**src/rtl/gpio_bus_pkg.sv**
```systemverilog
// gpio_bus_pkg: opcodes, GPIO register offsets and initiator FSM states shared by the GPIO bus initiator
package gpio_bus_pkg;
    localparam logic [2:0] OP_WR_DATA   = 3'd0;
    localparam logic [2:0] OP_WR_DIR    = 3'd1;
    localparam logic [2:0] OP_RMW_DATA  = 3'd2;
    localparam logic [2:0] OP_RMW_DIR   = 3'd3;
    localparam logic [2:0] OP_TGL_DATA  = 3'd4;
    localparam logic [2:0] OP_RD_PINS   = 3'd5;
    localparam logic [2:0] OP_RD_DATA   = 3'd6;
    localparam logic [2:0] OP_WAIT_PINS = 3'd7;

    localparam logic [31:0] GPIO_DATA_OFF = 32'h00;
    localparam logic [31:0] GPIO_DIR_OFF  = 32'h04;
    localparam logic [31:0] GPIO_READ_OFF = 32'h08;

    typedef enum logic [1:0] {IDLE, RD, WR, RSP} state_t;

    function automatic logic [31:0] reg_off(input logic [2:0] op);
        return (op == OP_RD_PINS || op == OP_WAIT_PINS) ? GPIO_READ_OFF :
               (op == OP_WR_DIR || op == OP_RMW_DIR) ? GPIO_DIR_OFF : GPIO_DATA_OFF;
    endfunction
endpackage

```
**src/rtl/gpio_bus_initiator_if.sv**
```systemverilog
// gpio_bus_initiator_if: command, response and GPIO bus signals of the initiator
interface gpio_bus_initiator_if;
    logic        cmd_valid;
    logic        cmd_ready;
    logic [2:0]  cmd_op;
    logic [31:0] cmd_data;
    logic [31:0] cmd_mask;
    logic        rsp_valid;
    logic        rsp_ready;
    logic [31:0] rsp_data;
    logic        rsp_err;
    logic        bus_valid;
    logic        bus_we;
    logic [31:0] bus_addr;
    logic [31:0] bus_wdata;
    logic [31:0] bus_rdata;

    modport master (
        input  cmd_valid, cmd_op, cmd_data, cmd_mask, rsp_ready, bus_rdata,
        output cmd_ready, rsp_valid, rsp_data, rsp_err, bus_valid, bus_we, bus_addr, bus_wdata
    );
    modport slave (
        output cmd_valid, cmd_op, cmd_data, cmd_mask, rsp_ready, bus_rdata,
        input  cmd_ready, rsp_valid, rsp_data, rsp_err, bus_valid, bus_we, bus_addr, bus_wdata
    );
endinterface

```
**src/rtl/gpio_bus_initiator.sv**
```systemverilog
// gpio_bus_initiator: turns write/RMW/toggle/read/wait-pins commands into single-cycle GPIO bus transfers
module gpio_bus_initiator
    import gpio_bus_pkg::*;
#(
    parameter logic [31:0] BASE_ADDR = 32'h0000_0000,
    parameter int          TIMEOUT   = 1000,
    parameter int          TIMEOUT_W = 16
) (
    input logic clk,
    input logic rst,
    gpio_bus_initiator_if.master m
);
    state_t                 state, state_nxt;
    logic [2:0]             op;
    logic [31:0]            data, mask, wval, rsp_q;
    logic                   err_q;
    logic [TIMEOUT_W-1:0]   cnt;
    logic                   hit, last;

    assign hit  = ((m.bus_rdata ^ data) & mask) == '0;
    // this miss is the TIMEOUT-th poll
    assign last = cnt >= TIMEOUT_W'(TIMEOUT - 1);

    always_ff @(posedge clk)
        if (rst) state <= IDLE;
        else     state <= state_nxt;

    always_comb begin
        state_nxt = state;
        case (state)
            IDLE:    if (m.cmd_valid) state_nxt = (m.cmd_op <= OP_WR_DIR) ? WR : RD;
            RD:      state_nxt = (op <= OP_TGL_DATA) ? WR :
                                 (op != OP_WAIT_PINS || hit || last) ? RSP : RD;
            WR:      state_nxt = RSP;
            RSP:     if (m.rsp_ready) state_nxt = IDLE;
            default: state_nxt = IDLE;
        endcase
    end

    always_ff @(posedge clk) begin
        if (rst) begin
            op    <= '0;
            data  <= '0;
            mask  <= '0;
            wval  <= '0;
            cnt   <= '0;
            rsp_q <= '0;
            err_q <= 1'b0;
        end else begin
            if (state == IDLE && m.cmd_valid) begin
                op   <= m.cmd_op;
                data <= m.cmd_data;
                mask <= m.cmd_mask;
                wval <= m.cmd_data;
                cnt  <= '0;
            end
            if (state == RD) begin
                wval  <= (op == OP_TGL_DATA) ? m.bus_rdata ^ mask : (m.bus_rdata & ~mask) | (data & mask);
                rsp_q <= m.bus_rdata;
                err_q <= op == OP_WAIT_PINS && !hit && last;
                if (op == OP_WAIT_PINS && !hit && cnt != TIMEOUT_W'(TIMEOUT)) cnt <= cnt + 1'b1;
            end
            if (state == WR) begin
                rsp_q <= wval;
                err_q <= 1'b0;
            end
        end
    end

    assign m.cmd_ready = state == IDLE;
    assign m.rsp_valid = state == RSP;
    assign m.rsp_data  = rsp_q;
    assign m.rsp_err   = err_q;
    assign m.bus_valid = state == RD || state == WR;
    assign m.bus_we    = state == WR;
    assign m.bus_addr  = m.bus_valid ? BASE_ADDR + reg_off(op) : '0;
    assign m.bus_wdata = m.bus_we ? wval : '0;
endmodule
```
**src/flat_wrapper.sv**
```systemverilog
// flat-port wrapper written by rule: the top's interface ports become plain ports
module gpio_bus_initiator_flat import gpio_bus_pkg::*;
#(
    parameter logic [31:0] BASE_ADDR = 32'h0000_0000,
    parameter int          TIMEOUT   = 1000,
    parameter int          TIMEOUT_W = 16
)
  (clk, rst, m_cmd_valid, m_cmd_op, m_cmd_data, m_cmd_mask, m_rsp_ready, m_bus_rdata, m_cmd_ready, m_rsp_valid, m_rsp_data, m_rsp_err, m_bus_valid, m_bus_we, m_bus_addr, m_bus_wdata);
  gpio_bus_initiator_if m_i ();
  input logic clk;
  input logic rst;
  input wire logic [$bits(m_i.cmd_valid)-1:0] m_cmd_valid;
  input wire logic [$bits(m_i.cmd_op)-1:0] m_cmd_op;
  input wire logic [$bits(m_i.cmd_data)-1:0] m_cmd_data;
  input wire logic [$bits(m_i.cmd_mask)-1:0] m_cmd_mask;
  input wire logic [$bits(m_i.rsp_ready)-1:0] m_rsp_ready;
  input wire logic [$bits(m_i.bus_rdata)-1:0] m_bus_rdata;
  output wire logic [$bits(m_i.cmd_ready)-1:0] m_cmd_ready;
  output wire logic [$bits(m_i.rsp_valid)-1:0] m_rsp_valid;
  output wire logic [$bits(m_i.rsp_data)-1:0] m_rsp_data;
  output wire logic [$bits(m_i.rsp_err)-1:0] m_rsp_err;
  output wire logic [$bits(m_i.bus_valid)-1:0] m_bus_valid;
  output wire logic [$bits(m_i.bus_we)-1:0] m_bus_we;
  output wire logic [$bits(m_i.bus_addr)-1:0] m_bus_addr;
  output wire logic [$bits(m_i.bus_wdata)-1:0] m_bus_wdata;
  assign m_i.cmd_valid = m_cmd_valid;
  assign m_i.cmd_op = m_cmd_op;
  assign m_i.cmd_data = m_cmd_data;
  assign m_i.cmd_mask = m_cmd_mask;
  assign m_i.rsp_ready = m_rsp_ready;
  assign m_i.bus_rdata = m_bus_rdata;
  assign m_cmd_ready = m_i.cmd_ready;
  assign m_rsp_valid = m_i.rsp_valid;
  assign m_rsp_data = m_i.rsp_data;
  assign m_rsp_err = m_i.rsp_err;
  assign m_bus_valid = m_i.bus_valid;
  assign m_bus_we = m_i.bus_we;
  assign m_bus_addr = m_i.bus_addr;
  assign m_bus_wdata = m_i.bus_wdata;
  gpio_bus_initiator #(.BASE_ADDR(BASE_ADDR), .TIMEOUT(TIMEOUT), .TIMEOUT_W(TIMEOUT_W)) u_core (.clk(clk), .rst(rst), .m(m_i));
endmodule
```
**config.mk**
```make
export PLATFORM = sky130hd
export DESIGN_NAME = gpio_bus_initiator_flat
export DESIGN_NICKNAME = d
export VERILOG_FILES = /design/src/rtl/gpio_bus_pkg.sv /design/src/rtl/gpio_bus_initiator_if.sv /design/src/rtl/gpio_bus_initiator.sv /design/src/flat_wrapper.sv
export SDC_FILE = /design/constraint.sdc
export NUM_CORES = 1
export LEC_CHECK = 0
export ABC_AREA = 0
export BUFFER_PORTS_ARGS = -buffer_cell sky130_fd_sc_hd__buf_2
export CAP_MARGIN = 20
export CORE_MARGIN = 4
export CORE_UTILIZATION = 35
export CTS_CLUSTER_SIZE = 30
export DETAILED_ROUTE_END_ITERATION = 7
export PLACE_DENSITY = 0.64
export SLEW_MARGIN = 20
export SYNTH_ARGS = -nofsm -noshare
export SYNTH_HDL_FRONTEND = slang
export SYNTH_SLANG_ARGS = --single-unit
```
**constraint.sdc**
```tcl
create_clock -name clk -period 2.32 [get_ports clk]
set_input_delay 0.58 -clock clk [delete_from_list [all_inputs] [get_ports clk]]
set_output_delay 0.58 -clock clk [all_outputs]
set_load 0.005 [all_outputs]
```
==> flow_summary.json <==
{
  "avgSynthCellArea_um2": 7.83,
  "status": "finished clean",
  "holdWs_ps": 388,
  "p_sw_w": 0.00403,
  "post-cts-setup-buffers": 0,
  "hold_viol_final": 0,
  "synth_common_cells": "nand2_1, a21oi_1, dfxtp_1",
  "start_util_pct": 35.7,
  "portBuffers": 173,
  "ys.warnings.count": 0,
  "clk_pin_slew_ps": 60,
  "path_class": "reg2out",
  "place_inst": 1388,
  "drcViolationCount": 0,
  "vias": 7370,
  "totalPowerFinal_w": 0.0108,
  "clock_latency_ps": 430,
  "dr.pass1.iters": 5,
  "grt_pass1_wl_mm": 37.3,
  "yosysTopAreaCell": "dfxtp_1",
  "antenna_found_initial": 2,
  "async_flop_share_pct": 0,
  "p_sw_share_pct": 37.4,
  "synth_seq_cells": 150,
  "gp_congestion": 0.831,
  "ys_seq_area_share_pct": 39.8,
  "cts_buffers": 17,
  "grt_pass1_vias": 6813,
  "syn_to_final_growth_pct": 26.3,
  "ant_nets": 0,
  "fin_nets": 1242,
  "wl_per_cell_um": 17.4,
  "ir_drop_mv": 1.36,
  "worstHoldPathType": "in2reg",
  "drv_cap": 0,
  "grt_start_max_net_pins": 65,
  "synth_area_leaders": "dfxtp_1, a21oi_1, nand2_1",
  "power_frac_comb_pct": 38.9,
  "setup_violations": 0,
  "cp_data_arrival_time_ps": 1630,
  "finalNonFillerCells": 1421,
  "synth_top_cell_area_share_pct": 39.8,
  "fp.dieH_um": 155,
  "seq_power_share_pct": 34.5,
  "clockRootBuffer": "clkbuf_16",
  "drt_iter0_markers": 583,
  "synth-edff-count": 0,
  "h-tree-depth": 4,
  "dpl_worst_slack_ps": -172,
  "wl_mm": 24.7,
  "fmax_ghz": 0.452,
  "power.density_mw_per_mm2": 1130,
  "leakagePower_nw": 4.03,
  "grt_usage_pct": 19.6,
  "synth.distinct_cells": 44,
  "ios": 204,
  "worst_pin_slew_ps": 523,
  "fp.coreArea_mm2": 0.0212,
  "syn-cell-area_mm2": 0.00755,
  "die_w_um": 155,
  "fin_crit_ps": 2210,
  "row_count": 53,
  "synth-main-ff-cell": "dfxtp_1",
  "yosysMostFrequentCell": "nand2_1",
  "clock_sinks": 150,
  "final.setup.tns_ps": 0,
  "end_kind": "output pin",
  "cts_tree": "yes",
  "hold_buffers": 0,
  "drive_above_1_share_pct": 26.2,
  "worst_slack_ps": 108,
  "synthCells": 965,
  "overflow": 0,
  "pwr-share-clk_pct": 26.7,
  "vias_per_cell": 5.19,
  "fin_crit_sh_pct": 95.3,
  "required_ps": 1740,
  "place_hpwl_mm": 16.8,
  "clock_skew_ps": 12.4,
  "relSlewSlack_pct": 65.1,
  "p_int_w": 0.00675,
  "cp-start-kind": "flip-flop",
  "dieArea_mm2": 0.0240,
  "clockBufferDepth": 2,
  "antenna_cells": 0,
  "drv_slew": 0,
  "crit_fanout": 17
}
[sequential cells by signal, summed over array words and instances, names as in the netlist]
signal	cells
u_core.data	32
u_core.m.rsp_data	32
u_core.mask	32
u_core.wval	32
u_core.cnt	16
u_core.op	3
u_core.state	2
u_core.m.rsp_err	1
[final cells by class]
cell class,count,area [µm²]
inverters,12,45.0
well taps,275,344
multi-input cells,733,4180
flip-flops and latches,150,3010
clock inverters,11,149
clock buffers,21,460
fillers,2138,11600
repair buffers,219,1360
[metrics by stage]
step / cell area, µm² / utilization, %
after floorplan: 7660 / -
after global placement: 8870 / 41.9
after detailed placement: 8870 / 41.9
after CTS: 9490 / 44.9
after global routing: 9540 / 45.1
final: 9540 / 45.1
[routing by layer]
metal	part of all wire, %	track usage (%)
met2	45	30.1
met1	47	27.7
met4	1.3	5.34
met3	6.4	4.34
met5	0.061	0
[final timing paths]
check	start	end	slack, ps	depth (start not counted)
worst max-delay path	u_core.state[0]$_SDFFE_PP0P_	m_bus_wdata[0]	110	5
worst min-delay path	m_cmd_mask[1]	u_core.mask[1]$_SDFFE_PP0P_	390	3
worst max register to register	u_core.cnt[1]$_SDFF_PP0_	u_core.cnt[14]$_SDFF_PP0_	140	7
worst min register to register	u_core.data[22]$_SDFFE_PP0P_	u_core.data[22]$_SDFFE_PP0P_	480	2
[cells by family (layout without fill, tap and decap cells)]
family                   count (synthesis)  after routing  synth area share (%)
buffers and inverters                  111            263                  7.06
multiplexers                            34             34                  4.51
adder cells (fa/ha/maj)                  6              6                 0.994
XOR/XNOR                                32             32                  3.71
flip-flops                             150            150                  39.8
AND/OR/NAND/NOR                        345            345                  20.2
AO/OA/AOI/OAI                          286            286                  23.7
other                                    1             30                0.0496
[critical path, stage by stage (launching register included)]
cell     delay [ps]
dfxtp_2         340
inv_1           120
ha_4            220
buf_12          180
and2_1          200
buf_2           150
[placed cells by master (no fill, tap or decap), drive strengths merged, types with 2 or more instances in the layout]
cell	n
nor2	72
a31o	33
a21oi	164
a211o	4
and2	36
nor3	2
nand2	179
nand4	6
inv	12
clkinvlp	6
or3	11
nand2b	2
nand3	20
xor2	32
bufinv	3
conb	30
ha	6
a211oi	41
or2	4
dfxtp	150
mux2i	34
o31ai	2
buf	218
and3	5
a41o	8
or4	4
a22oi	16
o21ai	9
clkinv	2
clkbuf	22
[power groups by stage]
stage	combinational [W]	clock [W]	sequential, W
finish	0.00419	0.00287	0.00371
global route	0.00464	0.00304	0.00381
CTS	0.00414	0.00292	0.00371
detailed placement	0.00410	0	0.00376
global placement	0.00405	0	0.00375
floorplan	0.00251	0	0.00370
[repair_timing]
action                     in CTS  in global routing
setup endpoints to repair      32                 33
gates cloned                    0                  1
gates resized for setup         3                  7
No activity file was read; power rests on OpenSTA's default activity.
